[config.mk]
export PLATFORM = sky130hd
export DESIGN_NAME = corr_window_scan
export DESIGN_NICKNAME = d
export VERILOG_FILES = /design/src/rtl/corr_window_scan.sv
export SDC_FILE = /design/constraint.sdc
export NUM_CORES = 1
export LEC_CHECK = 0
export BUFFER_PORTS_ARGS = -buffer_cell sky130_fd_sc_hd__buf_2
export CORE_MARGIN = 2
export CORE_UTILIZATION = 34
export CTS_BUF_LIST = sky130_fd_sc_hd__clkbuf_4 sky130_fd_sc_hd__clkbuf_8 sky130_fd_sc_hd__clkbuf_16
export DETAILED_ROUTE_END_ITERATION = 7
export PLACE_DENSITY_LB_ADDON = 0.12
export SETUP_SLACK_MARGIN = 0.05
export SYNTH_ARGS = -nofsm -noshare
export SYNTH_HDL_FRONTEND = slang
export SYNTH_SLANG_ARGS = --single-unit
[constraint.sdc]
create_clock -name iCLK -period 4.2 [get_ports iCLK]
set_input_delay 0.21 -clock iCLK [delete_from_list [all_inputs] [get_ports iCLK]]
set_output_delay 0.21 -clock iCLK [all_outputs]
set_load 0.05 [all_outputs]
[src/rtl/corr_window_scan.sv]
// corr_window_scan: rasters correlation start coordinates over a window and tracks the best score.
module corr_window_scan #(
  parameter int WIN_W   = 16,
  parameter int WIN_H   = 16,
  parameter int STEP    = 1,
  parameter int COORD_W = 13,
  parameter int SCORE_W = 32
) (
  input  logic               iCLK,
  input  logic               iRST,
  input  logic               iStart,
  input  logic [COORD_W-1:0] iXorigin,
  input  logic [COORD_W-1:0] iYorigin,
  input  logic               iCorrFinished,
  input  logic [SCORE_W-1:0] iCorrScore,
  output logic [COORD_W-1:0] oXstart,
  output logic [COORD_W-1:0] oYstart,
  output logic               oBusy,
  output logic               oDone,
  output logic [SCORE_W-1:0] oBestScore,
  output logic [COORD_W-1:0] oBestX,
  output logic [COORD_W-1:0] oBestY
);
  localparam int IW = $clog2(WIN_W > WIN_H ? WIN_W : WIN_H) + 1;
  localparam logic [IW-1:0] XLAST = IW'(WIN_W - 1);
  localparam logic [IW-1:0] YLAST = IW'(WIN_H - 1);
  localparam logic [COORD_W-1:0] STEPC = COORD_W'(STEP);
  typedef enum logic [2:0] {IDLE, FLUSH, RUN, CAPTURE, DONE} state_t;
  state_t state, stateN;
  logic [COORD_W-1:0] originX, originY, originXN, originYN;
  logic [COORD_W-1:0] pendX, pendY, pendXN, pendYN;
  logic [COORD_W-1:0] xN, yN, bestXN, bestYN;
  logic [IW-1:0] cx, cy, cxN, cyN;
  logic [SCORE_W-1:0] bestScoreN;
  logic last, lastN, bestValid, bestValidN, busyN, doneN, atEnd, rowEnd;
  always_comb begin
    stateN = state;
    originXN = originX;
    originYN = originY;
    pendXN = pendX;
    pendYN = pendY;
    xN = oXstart;
    yN = oYstart;
    cxN = cx;
    cyN = cy;
    lastN = last;
    bestValidN = bestValid;
    bestScoreN = oBestScore;
    bestXN = oBestX;
    bestYN = oBestY;
    busyN = oBusy;
    doneN = 1'b0;
    atEnd = (cx == XLAST) && (cy == YLAST);
    rowEnd = cx == XLAST;
    case (state)
      IDLE: if (iStart) begin
        originXN = iXorigin;
        originYN = iYorigin;
        xN = iXorigin;
        yN = iYorigin;
        cxN = '0;
        cyN = '0;
        bestScoreN = '0;
        bestXN = '0;
        bestYN = '0;
        bestValidN = 1'b0;
        busyN = 1'b1;
        stateN = FLUSH;
      end
      FLUSH: stateN = iCorrFinished ? RUN : FLUSH;
      // New coordinate lands with the finish edge so the restarted correlation reads it from its first cycle.
      RUN: if (iCorrFinished) begin
        pendXN = oXstart;
        pendYN = oYstart;
        lastN = atEnd;
        cxN = atEnd ? cx : (rowEnd ? '0 : cx + IW'(1));
        cyN = atEnd ? cy : (rowEnd ? cy + IW'(1) : cy);
        xN = originX + COORD_W'(cxN) * STEPC;
        yN = originY + COORD_W'(cyN) * STEPC;
        stateN = CAPTURE;
      end
      CAPTURE: begin
        if (!bestValid || iCorrScore > oBestScore) begin
          bestScoreN = iCorrScore;
          bestXN = pendX;
          bestYN = pendY;
          bestValidN = 1'b1;
        end
        stateN = last ? DONE : RUN;
        doneN = last;
        busyN = !last;
      end
      DONE: stateN = IDLE;
      default: stateN = IDLE;
    endcase
  end
  always_ff @(posedge iCLK or posedge iRST) begin
    if (iRST) begin
      state <= IDLE;
      originX <= '0;
      originY <= '0;
      pendX <= '0;
      pendY <= '0;
      cx <= '0;
      cy <= '0;
      last <= 1'b0;
      bestValid <= 1'b0;
      oXstart <= '0;
      oYstart <= '0;
      oBusy <= 1'b0;
      oDone <= 1'b0;
      oBestScore <= '0;
      oBestX <= '0;
      oBestY <= '0;
    end else begin
      state <= stateN;
      originX <= originXN;
      originY <= originYN;
      pendX <= pendXN;
      pendY <= pendYN;
      cx <= cxN;
      cy <= cyN;
      last <= lastN;
      bestValid <= bestValidN;
      oXstart <= xN;
      oYstart <= yN;
      oBusy <= busyN;
      oDone <= doneN;
      oBestScore <= bestScoreN;
      oBestX <= bestXN;
      oBestY <= bestYN;
    end
  end
endmodule

After elaboration in Yosys (flattened, before gate mapping). Cells that the tools add are included.

Word-level logic and storage cells: 76. Output and inout port bits: 86. Register bits: 153. Input bits: 62.

Reduce and logical (&&, ||, !) cells: 13. Magnitude comparators: 1. Add/subtract/negate cells: 4. Multiplexer cells: 34. Eq/ne operators: 8.

Operators by type and width (number): $pmux 13 s2 (4); $mux 13 (7); $mux 32 (2); $pmux 32 s2 (1); $mux 5 (7); $gt 32x32->1 (1); $add 13x5->13 (2); $pmux 5 s2 (2); $pmux 3 s4 (1); $add 5x1->5 const B (2); $eq 5x4->1 const B (2); $mux 3 (3); $reduce_and 2->1 (4); $eq 3x2->1 const B (2); $ne 2x2->1 const B (3); $reduce_and 3->1 (2); $mux 1 (4); $pmux 1 s2 (2); $reduce_bool 2->1 (2); $eq 3x1->1 const B (1); $logic_not 3->1 (1); $logic_not 1->1 (2); $mux 2 (1); $logic_and 1x1->1 (1); $logic_or 1x1->1 (1).

Longest topological paths before layout.
Depth in word-level cells: 6. Gate-level depth with buffers: 16. Gate-level depth less buffers: 15.

Worst setup path before layout. Ideal clock, no wire load.

Path kind: reg2reg. Start point: register cy[0]. End point: register oYstart[6]. Buffers on the path: 1. Stages on the path, launching flop included: 17. Arrival time: 3.336 ns. Path slack: 0.740 ns. Clock period less this slack: 3.460 ns. Library setup time: 0.125 ns. Data required time: 4.075 ns. Cell sequence: dfrtp_1 -> ha_1 -> and3_1 -> ha_1 -> or3_1 -> clkbuf_1 -> xnor2_1 -> ha_1 -> inv_1 -> fa_1 -> nor2b_1 -> o21ai_0 -> a21boi_0 -> o21a_1 -> xnor2_1 -> o21ai_0 -> mux2_2.

Longest elaborated chain between the ends: 6. Elaborated cells between the ends (all ways): 8. Classes of those cells: add/sub: 2; eq/ne: 1; mux: 4; reduce/logical: 1.

Ends and longest elaborated chain: start: declaration (line 33) `logic [IW-1:0] cx, cy, cxN, cyN;`; start signal: assignment (line 122) `cy <= cyN;`; $add 5x1->5 or $eq 5x4->1 (tied branches) (line 77, 53); $mux 5 or $logic_and 1x1->1 (tied branches) (line 77, 53); $mux 5 * (line 77) `cyN = atEnd ? cy : (rowEnd ? cy + IW'(1) : cy);`; $add 13x5->13 * (line 79) `yN = originY + COORD_W'(cyN) * STEPC;`; $mux 13 * (line 72) `RUN: if (iCorrFinished) begin`; $pmux 13 s2 * (line 55) `case (state)`; end signal: assignment (line 126) `oYstart <= yN;`; end: declaration (line 17) `output logic [COORD_W-1:0] oYstart,`.

Every way passes the cells marked *; elsewhere a longest branch is shown, timed or not. The select of a mux whose other input is x is not followed. A chain may end at the register's enable or synchronous reset.

Worst setup path in the final report. Ends and elaborated chain as after synthesis.

==> out/metrics.yaml <==
outcome:
  status: "finished, final reports clean"
critical_path:
  crit_family: "adder cells"
  cp_data_required_time_ps: 4510
  path_cells: "ha_1, and3_1, ha_1, or3_1, xnor2_1, ha_1, inv_1, fa_1, nor2b_1, o21ai_0, a21boi_0, o21a_1, xnor2_1, o21ai_0, mux2_2"
  crit_arrival_ps: 4070
  cpMaxStageDelayCell: "or3_1"
  end_kind: "flop"
  start_kind: "flop"
  path_max_fanout: 5
  slowest_delay_ps: 470
  path_buf_inv: 1
  worstSetupPathType: "reg2reg"
  cp_common_cell: "ha_1"
finish:
  nets: 1071
  drive_gt1_frac: 0.209
  area_growth_pct: 22.9
  n_antenna_cell: 0
power:
  vdd.ir_drop.worst_mv: 0.229
  clkPwrFrac: 0.245
  p_sw_uw: 3280
  swShare: 0.439
  power_density_nw_per_um2: 768
  p_int_uw: 4180
  pwr-share-seq: 0.329
  combPwrFrac: 0.426
  power_leakage_uw: 0.00484
placed_design:
  gp_congestion: 0.791
  portBuffers: 147
  dp_hpwl_um: 14100
  post-place-ws_ps: 487
grt:
  grt_overflow: 0
  grt_use_total: 0.171
  grt_pass1_vias: 6039
  antenna_found_initial: 0
  busiest_layer: "met2"
  grtUsageMet2: 0.255
  grt_use_met3: 0.0399
  grt_max_degree: 82
  met1_usage: 0.248
  grt_first_pass_wirelength_um: 32700
synth:
  synth_cell_type_count: 50
  yosys.area.top_type: "dfrtp_1"
  syn_nets: 929
  synth_area_per_cell_um2: 9.64
  ys.flop_type: "dfrtp_1"
  synth_common_cells: "nand2_1, dfrtp_1, inv_1"
  ys_seq_area_frac: 0.484
  synth_top_area_frac: 0.484
  synthesis.area_um2: 7900
  synth_edf_count: 0
  synthCells: 820
  async_flop_share: 1.00
  ys.warnings.count: 0
  synth_most_common_cell: "nand2_1"
  ys_ff_latch: 153
  synth_top_cells_by_area: "dfrtp_1, nand2_1, ha_1"
job:
  maxCapViolCount: 0
sta:
  setup_viol: 0
  slew_violations: 0
  rsz0062_at_grt: "false"
  min_period_ps: 3760
  finalClockSkew_ps: 11.8
  tns_ps: 0
  maxSlewHeadroom: 0.277
  fmax_mhz: 266
  hold_viol_final: 0
  fin_crit_sh: 0.896
  worst_pin_slew_ps: 1080
  setup_slack_ps: 438
detailed_routing:
  vias: 6113
  routed_via_density: 4.85
  finalWirelength_um: 19900
  first_iter_violations: 383
  antenna_left: 0
  drc: 0
  wl_per_cell_um: 15.8
  drtPass1Iterations: 5
die:
  die_area_um2: 24500
  pin_count: 148
  die_w_um: 156
  start_util: 0.348
  dieHeight_um: 156
  core_um2: 22700
  num_rows: 55
clocking:
  post-cts-setup-buffer-count: 0
  cts_tree: "built"
  clock_latency_ps: 420
  clock_sinks: 153
  clk_pin_slew_ps: 70
  root_buffer: "clkbuf_16"
  clockBufferDepth: 2
  cts_inserted_buffers: 17
  h-tree-depth: 4
min_path:
  min_path_type: "in2reg"
==> worst min-delay path: cells and delay by family <==
family	cells	cell delay [ps]
and+or+nand+nor	2	100
buffers and inverters	1	100
==> sequential cells by signal, indices dropped and copies added, names as in the netlist <==
| signal | flops |
|---|---|
| pendY | 13 |
| oBestScore | 32 |
| bestValid | 1 |
| cx | 5 |
| oYstart | 13 |
| oBusy | 1 |
| state | 3 |
| pendX | 13 |
| oBestX | 13 |
| originX | 13 |
| oBestY | 13 |
| cy | 5 |
| originY | 13 |
| last | 1 |
| oDone | 1 |
| oXstart | 13 |
==> layout make-up <==
cell class | count | area [um2]
inverters | 70 | 267
well taps | 285 | 357
repair buffers | 167 | 946
clock buffers | 18 | 433
flip-flops and latches | 153 | 3830
fillers | 2268 | 13000
multi-input cells | 553 | 3610
clock inverters | 14 | 270
==> repair_timing <==
item | CTS | global route
gates resized for setup | 0 | 0
endpoints found under the setup margin | 0 | 0
hold buffers | 9 | 0
endpoints found under the hold margin | 28 | 0
==> power by group through the flow <==
stage | Combinational, uW | Clock (uW) | Sequential, uW
floorplan | 1280 | 0 | 3600
global placement | 3180 | 0 | 2480
detailed placement | 3200 | 0 | 2490
CTS | 3220 | 1870 | 2460
global route | 3500 | 1940 | 2550
finish | 3180 | 1830 | 2460
==> through the flow <==
step / cell area (um2) / utilization / power [uW] / cells / hold slack, ps
floorplan: 7910 / - / 4880 / 820 / 305
global placement: 8920 / 0.393 / 5670 / 1219 / 418
detailed placement: 8920 / 0.393 / 5680 / 1219 / 422
CTS: 9710 / 0.428 / 7550 / 1260 / 8.79
global route: 9710 / 0.428 / 7980 / 1260 / 15.0
finish: 9710 / 0.428 / 7460 / 1260 / 20.1
==> placed cells by master, fill, tap and decap left out, types with 5 or more instances in the layout <==
master	Yosys	routed
nand2_1	163	163
dfrtp_1	153	153
buf_2	2	147
inv_1	70	69
o21ai_0	58	58
ha_1	45	45
and2_1	34	34
a221o_1	33	33
mux2i_1	32	32
a21oi_1	29	29
nor2_1	24	22
clkbuf_16	0	17
nand3_1	15	15
xor2_1	10	10
nand4_1	9	9
nor3_1	9	9
and3_1	10	9
dlygate4sd3_1	0	9
a21o_1	8	8
xnor2_1	8	8
buf_4	2	8
nor2b_1	7	7
bufinv_16	0	7
o21ai_1	5	5
o221ai_1	5	5
a22o_1	5	5
clkinv_4	0	5
==> cells by family (layout without fill, tap and decap cells) <==
family	Yosys count	in the layout	share of synthesized area
simple gates	279	279	0.159
flops	153	153	0.484
fa+ha+maj	47	47	0.0763
buf+inv	114	269	0.0611
mux	35	35	0.0448
compound gates	174	174	0.155
xor+xnor	18	18	0.0199
==> final timing paths <==
kind                       slack [ps]  cells after the start        start     endpoint
setup reg to reg                  440                     15        cy[0]   oYstart[6]
min in group asynchronous         520                      3         iRST   oXstart[8]
setup / recovery                  440                     15        cy[0]   oYstart[6]
max in group asynchronous        2720                      4         iRST  oYstart[12]
hold reg to reg                   490                      2   originX[2]   originX[2]
hold / removal                     20                      3  iYorigin[4]   originY[4]
==> routing by layer <==
layer	wire length, um	vias up
met5	0	-
met4	221	0
met3	900	14
met2	8530	143
met1	10300	2858
li1	-	3098
(Power assumes the default switching activity.)
